--- src/rtl/lifo_frame_reverser_if.sv ---
// lifo_frame_reverser_if: valid/ready beat stream with last marker
interface lifo_frame_reverser_if #(parameter int DATA_WIDTH = 8) ();
  logic [DATA_WIDTH-1:0] data;
  logic valid;
  logic last;
  logic ready;
  modport master(output data, valid, last, input ready);
  modport slave(input data, valid, last, output ready);
endinterface

--- src/rtl/lifo_frame_reverser.sv ---
// lifo_frame_reverser: pushes a frame into an external lifo, then pops it out reversed
module lifo_frame_reverser #(
  parameter int DATA_WIDTH = 8,
  parameter int DEPTH = 12
) (
  input  logic                  clk,
  input  logic                  rst_n,
  lifo_frame_reverser_if.slave  s,
  lifo_frame_reverser_if.master m,
  output logic [DATA_WIDTH-1:0] lifo_data_wr,
  output logic                  lifo_wr_en,
  output logic                  lifo_rd_en,
  input  logic [DATA_WIDTH-1:0] lifo_data_rd,
  input  logic                  lifo_full,
  input  logic                  lifo_empty,
  output logic                  frame_ovf
);
  localparam int CW = $clog2(DEPTH + 1);
  typedef enum logic {FILL, DRAIN} state_t;
  state_t state, state_n;
  logic [CW-1:0] cnt, cnt_n;
  logic m_valid, m_valid_n, m_last, m_last_n, ovf_n;
  logic accept, push, pop, op_d;
  assign s.ready = state == FILL;
  assign m.data = lifo_data_rd;
  assign m.valid = m_valid;
  assign m.last = m_last;
  assign lifo_data_wr = s.data;
  assign lifo_wr_en = push;
  assign lifo_rd_en = pop;
  // push only in FILL with room, pop only in DRAIN when output slot frees
  always_comb begin
    accept = state == FILL && s.valid;
    push = accept && cnt != CW'(DEPTH) && rst_n;
    pop = state == DRAIN && cnt != '0 && (!m_valid || m.ready) && rst_n;
    cnt_n = push ? cnt + CW'(1) : pop ? cnt - CW'(1) : cnt;
    m_valid_n = pop ? 1'b1 : m.ready ? 1'b0 : m_valid;
    m_last_n = pop ? cnt == CW'(1) : m_last;
    ovf_n = accept && cnt == CW'(DEPTH);
    state_n = state == FILL ? (accept && s.last ? DRAIN : FILL)
                            : (m_valid && m.ready && m_last ? FILL : DRAIN);
  end
  // state, occupancy and output beat registers
  always_ff @(posedge clk or negedge rst_n) begin
    if (!rst_n) begin
      state <= FILL;
      cnt <= '0;
      m_valid <= 1'b0;
      m_last <= 1'b0;
      frame_ovf <= 1'b0;
      op_d <= 1'b0;
    end else begin
      state <= state_n;
      cnt <= cnt_n;
      m_valid <= m_valid_n;
      m_last <= m_last_n;
      frame_ovf <= ovf_n;
      op_d <= push || pop;
    end
  end
  a_no_bypass: assert property (@(posedge clk) disable iff (!rst_n) !(lifo_wr_en && lifo_rd_en));
  a_empty: assert property (@(posedge clk) disable iff (!rst_n)
    (!op_d && !lifo_wr_en && !lifo_rd_en) |-> lifo_empty == (cnt == '0));
  a_full: assert property (@(posedge clk) disable iff (!rst_n) lifo_full |-> cnt == CW'(DEPTH));
endmodule
--- src/flat_wrapper.sv ---
// flat-port wrapper written by rule: the top's interface ports become plain ports
module lifo_frame_reverser_flat 
#(
  parameter int DATA_WIDTH = 8,
  parameter int DEPTH = 12
)
  (clk, rst_n, lifo_data_wr, lifo_wr_en, lifo_rd_en, lifo_data_rd, lifo_full, lifo_empty, frame_ovf, s_data, s_valid, s_last, s_ready, m_data, m_valid, m_last, m_ready);
  lifo_frame_reverser_if #(.DATA_WIDTH(DATA_WIDTH)) s_i ();
  lifo_frame_reverser_if #(.DATA_WIDTH(DATA_WIDTH)) m_i ();
  input  logic clk;
  input  logic rst_n;
  output logic [DATA_WIDTH-1:0] lifo_data_wr;
  output logic lifo_wr_en;
  output logic lifo_rd_en;
  input  logic [DATA_WIDTH-1:0] lifo_data_rd;
  input  logic lifo_full;
  input  logic lifo_empty;
  output logic frame_ovf;
  input wire logic [$bits(s_i.data)-1:0] s_data;
  input wire logic [$bits(s_i.valid)-1:0] s_valid;
  input wire logic [$bits(s_i.last)-1:0] s_last;
  output wire logic [$bits(s_i.ready)-1:0] s_ready;
  output wire logic [$bits(m_i.data)-1:0] m_data;
  output wire logic [$bits(m_i.valid)-1:0] m_valid;
  output wire logic [$bits(m_i.last)-1:0] m_last;
  input wire logic [$bits(m_i.ready)-1:0] m_ready;
  assign s_i.data = s_data;
  assign s_i.valid = s_valid;
  assign s_i.last = s_last;
  assign s_ready = s_i.ready;
  assign m_data = m_i.data;
  assign m_valid = m_i.valid;
  assign m_last = m_i.last;
  assign m_i.ready = m_ready;
  lifo_frame_reverser #(.DATA_WIDTH(DATA_WIDTH), .DEPTH(DEPTH)) u_core (.clk(clk), .rst_n(rst_n), .s(s_i), .m(m_i), .lifo_data_wr(lifo_data_wr), .lifo_wr_en(lifo_wr_en), .lifo_rd_en(lifo_rd_en), .lifo_data_rd(lifo_data_rd), .lifo_full(lifo_full), .lifo_empty(lifo_empty), .frame_ovf(frame_ovf));
endmodule
--- config.mk ---
export PLATFORM = sky130hd
export DESIGN_NAME = lifo_frame_reverser_flat
export DESIGN_NICKNAME = d
export VERILOG_FILES = /design/src/rtl/lifo_frame_reverser_if.sv /design/src/rtl/lifo_frame_reverser.sv /design/src/flat_wrapper.sv
export SDC_FILE = /design/constraint.sdc
export NUM_CORES = 1
export LEC_CHECK = 0
export CAP_MARGIN = 20
export CORE_ASPECT_RATIO = 0.75
export CORE_MARGIN = 3
export CORE_UTILIZATION = 37
export CTS_CLUSTER_DIAMETER = 40
export DETAILED_ROUTE_END_ITERATION = 8
export PLACE_DENSITY_LB_ADDON = 0.12
export SLEW_MARGIN = 15
export SYNTH_ARGS = -nofsm -noshare
export SYNTH_HDL_FRONTEND = slang
export SYNTH_SLANG_ARGS = --single-unit
--- constraint.sdc ---
create_clock -name clk -period 4.2 [get_ports clk]
set_clock_uncertainty 0.05 [all_clocks]
set_input_delay 0.42 -clock clk [delete_from_list [all_inputs] [get_ports clk]]
set_output_delay 0.42 -clock clk [all_outputs]
set_load 0.01 [all_outputs]
# Word-level counts from Yosys, hierarchy flattened
# Index checks and enable logic that the tools add are counted.
# word_totals
ff_bits,8
inputBits,23
output_inout_bits,22
word_cells,33
# op_classes
n_addsub,2
eq_ne,3
n_mux,7
bitwise_logic,1
n_reduce_logical,15
# op_table
operator,count
$logic_and 1x1->1,10
$mux 4,2
$mux 1,5
$add 4x1->4 const B,1
$eq 4x1->1 const B,1
$eq 4x4->1 const B,1
$ne 4x4->1 const B,1
$reduce_bool 2->1,2
$reduce_bool 4->1,1
$sub 4x1->4 const B,1
$logic_not 1->1,1
$logic_or 1x1->1,1
$not 1->1,1

# Longest topological paths before layout
# Gate-level depths: netlist of the first run.
# logic_depth
word_depth,6
mapped_depth,7
mapped_depth_nobuf,7

# Worst setup path before layout of the first run
# Ideal clock, no wire load.
# synth_path
kind,reg2out
start,reg u_core.cnt[0]
end,out lifo_rd_en
arrival_time_ns,1.318
t_required_ns,3.730
path_slack_ns,2.412
path_stages_with_launch,6
n_path_buf,0
cell_sequence,dfrtp_1 > inv_1 > ha_1 > or3b_4 > nand4_4 > inv_4
# synth_via
elab_chain_len,4
# synth_lines
element,line_no,text
from (decl),lifo_frame_reverser.sv:21,"logic [CW-1:0] cnt, cnt_n;"
from (signal assigned),lifo_frame_reverser.sv:54,cnt <= cnt_n;
$reduce_bool 4->1,lifo_frame_reverser.sv:35,pop = state == DRAIN && cnt != '0 && (!m_valid || m.ready) && rst_n;
$logic_and 1x1->1 (3 in a row),lifo_frame_reverser.sv:35,
to (decl),flat_wrapper.sv:14,output logic lifo_rd_en;
# No other way between the ends.

# Worst setup path in the final report of the first run
# layout_path
start,in rst_n
end,out lifo_wr_en
# layout_via
elab_chain_len,1
# layout_lines
element,line_no,text
from (decl),flat_wrapper.sv:11,input logic rst_n;
$logic_and 1x1->1,lifo_frame_reverser.sv:34,push = accept && cnt != CW'(DEPTH) && rst_n;
to (decl),flat_wrapper.sv:13,output logic lifo_wr_en;
# No other way between the ends.

==> summary.md, run 1 <==
| Metric | Value |
|---|---|
| Outcome | finished clean |
| Number of max-cap violations | 0 |
| R2R depth | 7 |
| Fin cells | 89 |
| Critical path arrival | 2240 ps |
| Htree depth | 1 |
| Synth area leaders | dfrtp_1 (31%), buf_4 (18%), nand2_1 (6.3%), ha_1 (5.8%), nand4_4 (3.3%) |
| DR pass1 iterations | 4 |
| Synth cell count leaders | buf_4 (16), nand2_1 (11), dfrtp_1 (8) |
| Final setup fails | 0 |
| PostCTS Resize Cnt | 0 |
| Antenna cells | 0 |
| CTS max path bufs | 2 |
| Syn. warnings | 0 |
| Post-CTS setup buffer count | 0 |
| Top-count cell post-synth | buf_4 |
| Cell count after placement | 86 |
| Post-route setup slack | 1490 ps |
| Number of global-route vias before repair | 430 |
| Worst Path Required | 3730 ps |
| Clock slew at reported path FFs | 60 ps |
| Starting Density | 0.417 |
| Final #Nets | 96 |
| Hold Violations, Final | 0 |
| Cells after Synth | 71 |
| CTS Buf Count | 3 |
| CP cell instances | clkdlybuf4s50_1 > buf_4 > and3b_1 > nand2_1 > inv_1 > clkdlybuf4s50_1 |
| Cts hold-fix bufs | 0 |
| Rel. slew slack | 0.804 |
| WL final | 1110 um |
| Mapped cell area | 652 um^2 |
| Setup CP Type | input port to output port |
| Critical path startpoint category | input port |
| Yosys top cell area share | 0.307 |
| Critical Path Fanout Max | 8 |
| Antenna Nets Post-Route | 0 |
| Initial antenna violation count | 0 |
| Core region area | 1560 um^2 |
| Area grow syn2layout | 3.84% |
| RSZ-0062 raised after global routing | false |
| Yosys reg bits | 8 |
| Max incr delay on CP | 630 ps |
| Worst-Margin Slew | 290 ps |
| Slowest cell on crit path | clkdlybuf4s50_1 |
| Die width | 54.5 um |
| Count of flip-flops with a built-in enable after synthesis | 0 |
| Vias post-DR | 453 |
| DIE AREA | 2310 um^2 |
| Total gr overflow | 0 |
| Remaining DRCs | 0 |
| Clk Latency, worst-skew pair | 250 ps |
| Routability Congestion | 0.712 |
| Fraction of layout instances using a drive strength above 1 | 0.162 |
| Clk root buf | clkbuf_4 |
| Max Transition Viols Final | 0 |
| CTS Sinks | 8 |
| CP delay by family, top | buffers and inverters |
| Via density | 5.09 |
| Setup Slack @ Placement | 1470 ps |
| R2R Setup Slk | 2340 ps |
| Hold_ws | 362 ps |
| Finished Core Util | 0.433 |
| Syn avg cell area | 9.18 um^2 |
| Count of cell types in the netlist | 27 |
| Critical Path End Type | output port |
| Pwr dens | 632 nW/um^2 |
| Global-route wire length before repair | 1920 um |
| CP most frequent cell | clkdlybuf4s50_1 |
| Pleak | 0.310 nW |
| Post-DP HPWL | 855 um |
| Synth Flop Type | dfrtp_1 |
| 1st-iter DRT viols | 10 |
| Largest net degree at the start of global routing | 11 |
| Crit share post-route | 0.645 |
| Syn_nets | 97 |
| IO Port Bufs | 10 |
| Fmax | 369 MHz |
| Cell depth of the worst setup path | 6 |
| Seq/Total Area, Yosys | 0.307 |
| Final Critical Period | 2710 ps |
| Largest vdd supply drop | 0.294 mV |
| Worst Path Buf+Inv | 4 |
| Synth area leader | dfrtp_1 |
| GR Util All Layers | 0.115 |
| Floorplan row count | 12 |
| # fillers | 162 |
| FFs w/ async S/R, synth | 1.00 |
| Die height | 42.4 um |
| Ports | 45 |
| Setup TNS | 0 ps |
| Wire per inst | 12.4 um |
| Hold Crit Class | input port to async pin |
| TritonCTS clock tree | built |
-- state kept, by name (all words and copies together), names as in the netlist --
signal and count:
u_core.m.last 1, u_core.frame_ovf 1, u_core.m.valid 1, u_core.state 1
u_core.cnt 4
-- logic make-up after synthesis --
logic type,count (synthesis),share of synthesized area
AOI/OAI and AO/OA,8,0.119
DFF,8,0.307
and+or+nand+nor,28,0.255
xor gates and xnor gates,2,0.0269
adders and majority gates,3,0.0576
buffers and inverters,22,0.234
-- path summary, 6_finish.rpt --
path                                                 from                         to
worst max-delay path                                rst_n                 lifo_wr_en
worst min-delay path                                rst_n  u_core.cnt[0]$_DFFE_PN0P_
worst max register to register  u_core.cnt[0]$_DFFE_PN0P_  u_core.cnt[1]$_DFFE_PN0P_
worst min register to register  u_core.m.last$_DFFE_PN0P_  u_core.m.last$_DFFE_PN0P_
max in group asynchronous                           rst_n  u_core.m.last$_DFFE_PN0P_
min in group clk                u_core.m.last$_DFFE_PN0P_  u_core.m.last$_DFFE_PN0P_
-- cell type report --
type / count / area [um^2] / area share
clock buffer: 3 / 22.5 / 0.0333
inverter: 5 / 21.3 / 0.0314
multi-input combinational: 41 / 299 / 0.442
sequential: 8 / 200 / 0.296
tap: 21 / 26.3 / 0.0388
timing repair buffer: 11 / 108 / 0.159
-- routing by layer --
metal  vias to the layer above  share of wire  GRT usage
met5                         -              0          0
met4                         0          0.014     0.0448
met3                         8          0.072     0.0747
met2                        12           0.40      0.136
met1                       210           0.51      0.160
li1                        223              -          -
-- power breakdown --
group          leakage [nW]  switching (mW)  total [mW]  internal (mW)
registers            0.0990          0.0513       0.159          0.108
clock network        0.0138          0.0259      0.0585         0.0327
logic                 0.197           0.100       0.210          0.110
-- metrics by stage --
stage,cell area (um^2),total power [mW]
2_1_floorplan,652,0.323
3_3_place_gp,654,0.373
3_5_place_dp,654,0.370
4_1_cts,677,0.434
5_1_grt,677,0.465
6_report,677,0.428
-- worst register-to-register path, stage by stage (launching register included) --
cell and delay, ps:
dfrtp_1 430, inv_1 140, ha_1 270, or3b_4 410, nand4_4 140, inv_4 50, a211oi_2 180, a31oi_1 60
-- placed cells by master (no fill, tap or decap), types with 2 or more instances in the layout --
cell type,n
nand2_1,11
clkdlybuf4s50_1,10
dfrtp_1,8
nand3_1,4
inv_1,4
nand2b_1,3
ha_1,3
clkbuf_4,3
a31oi_1,2
nor2_1,2
No activity file was read; power rests on OpenSTA's default activity.
==> run 2, diff against run 1 <==
--- a/config.mk
+++ b/config.mk
@@ -8,7 +8,7 @@
 export CAP_MARGIN = 20
 export CORE_ASPECT_RATIO = 0.75
 export CORE_MARGIN = 3
-export CORE_UTILIZATION = 37
+export CORE_UTILIZATION = 34
 export CTS_CLUSTER_DIAMETER = 40
 export DETAILED_ROUTE_END_ITERATION = 8
 export PLACE_DENSITY_LB_ADDON = 0.12
==> constraint.sdc (replaced) <==
create_clock -name clk -period 2.6 [get_ports clk]
set_clock_uncertainty 0.05 [all_clocks]
set_input_delay 0.26 -clock clk [delete_from_list [all_inputs] [get_ports clk]]
set_output_delay 0.26 -clock clk [all_outputs]
set_load 0.01 [all_outputs]
==> run 2 against run 1 <==
Critical path depth is the same. Total power grew 64%. Routed wire length up 8.3%. Sequential cell count stayed put. Utilization is 5.0 points lower. Cell area grew 0.55%. Clock-buffer cell count is the same. Non-clock buffer count did not move. Critical endpoint is now lifo_rd_en. Largest power group unchanged. Global-route usage down 1.0 points. Critical path type is now register to output port. Sequential share of layout area fell by 0.16 points. Combinational power grew 65%. Sequential power grew 64%.
==> summary.md, run 2 (synthesis gave the netlist of run 1 again) <==
| Metric | Value |
|---|---|
| Final #Nets | 96 (unchanged) |
| Post-DP HPWL | 924 um (was 855 um) |
| Hold Crit Class | input port to async pin (unchanged) |
| Clk Latency, worst-skew pair | 250 ps (about the same) |
| CP cell instances | inv_1 > ha_2 > or3b_4 > nand4_4 > inv_4 > clkdlybuf4s50_1 (was clkdlybuf4s50_1 > buf_4 > and3b_1 > nand2_1 > inv_1 > clkdlybuf4s50_1) |
| TritonCTS clock tree | built (unchanged) |
| Number of global-route vias before repair | 425 (was 430) |
| Clk root buf | clkbuf_4 (unchanged) |
| Pwr Total | 700 uW (was 428 uW) |
| Routability Congestion | 0.709 (was 0.712) |
| Core region area | 1770 um^2 (was 1560 um^2) |
| Final Critical Period | 2440 ps |
| Setup CP Type | register to output port (was input port to output port) |
| Area grow syn2layout | 4.41% (was 3.84%) |
| Critical path arrival | 2130 ps (was 2240 ps) |
| Hold Violations, Final | 0 (unchanged) |
| Die height | 43.9 um (was 42.4 um) |
| Initial antenna violation count | 0 (unchanged) |
| Final setup fails | 0 (unchanged) |
| GR Util All Layers | 0.105 (was 0.115) |
| Worst Path Required | 2290 ps (was 3730 ps) |
| RSZ-0062 raised after global routing | false (unchanged) |
| Antenna cells | 0 (unchanged) |
| CTS max path bufs | 2 (unchanged) |
| Slowest cell on crit path | clkdlybuf4s50_1 (unchanged) |
| Number of max-cap violations | 0 (unchanged) |
| Max reg flops | 4 (unchanged) |
| R2R Path Start | u_core.cnt[1]$_DFFE_PN0P_ (was u_core.cnt[0]$_DFFE_PN0P_) |
| Max Transition Viols Final | 0 (unchanged) |
| DR pass1 iterations | 4 (unchanged) |
| Wire per inst | 13.3 um (was 12.4 um) |
| Clock slew at reported path FFs | 50 ps (was 60 ps) |
| DIE AREA | 2480 um^2 (was 2310 um^2) |
| Critical path startpoint category | register (was input port) |
| Power share of the combinational group | 0.495 (was 0.491) |
| Commonest non-fill, non-tap cells in the layout | nand2_1 (11), clkdlybuf4s50_1 (10), dfrtp_1 (8) (unchanged) |
| Max incr delay on CP | 470 ps (was 630 ps) |
| Ports | 45 (unchanged) |
| Starting Density | 0.368 (was 0.417) |
| Global-route wire length before repair | 1970 um (was 1920 um) |
| Outcome | finished clean (unchanged) |
| Critical Path Fanout Max | 7 (was 8) |
| Crit share post-route | 0.939 |
| Int Pwr | 409 uW (was 250 uW) |
| Largest vdd supply drop | 0.457 mV (was 0.294 mV) |
| Post-CTS setup buffer count | 0 (unchanged) |
| Rel. slew slack | 0.794 (was 0.804) |
| Vias post-DR | 449 (was 453) |
| 1st-iter DRT viols | 14 (was 10) |
| Flop pwr share | 0.371 (was 0.373) |
| Critical Path End Type | output port (unchanged) |
| Fmax | 410 MHz |
| R2R depth | 7 (unchanged) |
| Pwr dens | 1030 nW/um^2 (was 632 nW/um^2) |
| # fillers | 180 (was 162) |
| Net switching share of the total power | 0.416 (was 0.415) |
| Pleak | 0.308 nW (was 0.310 nW) |
| Remaining DRCs | 0 (unchanged) |
| CTS Sinks | 8 (unchanged) |
| Clock Power Share | 0.134 (was 0.137) |
| Antenna Nets Post-Route | 0 (unchanged) |
| Fraction of layout instances using a drive strength above 1 | 0.176 (was 0.162) |
| Htree depth | 1 (unchanged) |
| Largest net degree at the start of global routing | 12 (was 11) |
| WL final | 1200 um (was 1110 um) |
| IO Port Bufs | 10 (unchanged) |
| Die width | 56.6 um (was 54.5 um) |
| Floorplan row count | 13 (was 12) |
| Finished Core Util | 0.384 (was 0.433) |
| Total gr overflow | 0 (unchanged) |
| Cts hold-fix bufs | 0 (unchanged) |
| Setup TNS | 0 ps (unchanged) |
| CTS Buf Count | 3 (unchanged) |
| Crit path from | u_core.cnt[1]$_DFFE_PN0P_ (was rst_n) |
| Via density | 4.99 (was 5.09) |
| PostCTS Resize Cnt | 0 (unchanged) |
| Worst-Margin Slew | 309 ps (was 290 ps) |
| Largest register by flop count | u_core.cnt (unchanged) |
| Switching power total | 291 uW (was 177 uW) |
| Commonest non-fill, non-tap cell in the layout | nand2_1 (unchanged) |
-- run 2: changes by cell type in the layout (fill, tap and decap cells not counted) --
cell | previous run | this run
ha_2 | 0 | 1
ha_1 | 3 | 2
-- run 2: layout make-up --
cell class                      count  area [um^2]  share of cell area
Multi-Input combinational cell     41          302               0.443
Sequential cell                     8          200               0.294
Timing Repair Buffer               11          108               0.158
Inverter                            5         21.3              0.0312
Clock buffer                        3         22.5              0.0331
Tap cell                           22         27.5              0.0404
-- run 2: power by group through the flow --
| stage | logic (mW) | clock network (mW) | registers, mW |
|---|---|---|---|
| 2_1_floorplan | 0.285 | 0 | 0.238 |
| 3_3_place_gp | 0.347 | 0 | 0.264 |
| 3_5_place_dp | 0.345 | 0 | 0.262 |
| 4_1_cts | 0.347 | 0.0996 | 0.259 |
| 5_1_grt | 0.387 | 0.107 | 0.270 |
| 6_report | 0.347 | 0.0940 | 0.260 |
-- run 2: critical path, delay by kind of cell (launching register included) --
| family | cells | cell delay (ps) |
|---|---|---|
| adders and majority gates | 1 | 240 |
| buffers and inverters | 3 | 630 |
| and+or+nand+nor | 2 | 540 |
| DFF | 1 | 460 |
-- run 2: routing by layer --
layer | track usage | vias up | share of wire
li1 | - | 226 | -
met1 | 0.135 | 196 | 0.48
met2 | 0.143 | 23 | 0.41
met3 | 0.0774 | 4 | 0.099
met4 | 0.0142 | 0 | 0.0083
met5 | 0 | - | 0
-- run 2: final timing paths --
path / end / slack (ps)
setup / recovery: lifo_rd_en / 160
hold / removal: u_core.state$_DFF_PN0_ / 380
setup reg to reg: u_core.cnt[1]$_DFFE_PN0P_ / 770
hold reg to reg: u_core.m.last$_DFFE_PN0P_ / 450
max in group asynchronous: u_core.m.last$_DFFE_PN0P_ / 1980
min in group clk: u_core.m.last$_DFFE_PN0P_ / 450
-- run 2: stage by stage --
step	hold WS, ps	setup slack (ps)	area (um^2)	std cells
2_1_floorplan	-85.6	879	652	71
3_3_place_gp	444	361	656	87
5_1_grt	398	34.9	681	90
6_report	376	158	681	90
3_5_place_dp	443	380	656	87
4_1_cts	372	96.1	678	90
==> run 3, diff against run 2 <==
--- a/config.mk
+++ b/config.mk
@@ -12,7 +12,9 @@
 export CTS_CLUSTER_DIAMETER = 40
 export DETAILED_ROUTE_END_ITERATION = 8
 export PLACE_DENSITY_LB_ADDON = 0.12
+export SKIP_LAST_GASP = 1
 export SLEW_MARGIN = 15
 export SYNTH_ARGS = -nofsm -noshare
 export SYNTH_HDL_FRONTEND = slang
 export SYNTH_SLANG_ARGS = --single-unit
+export TNS_END_PERCENT = 5
==> results of run 3 <==
No change in the layout: final DEF, timing and power equal those of run 2.
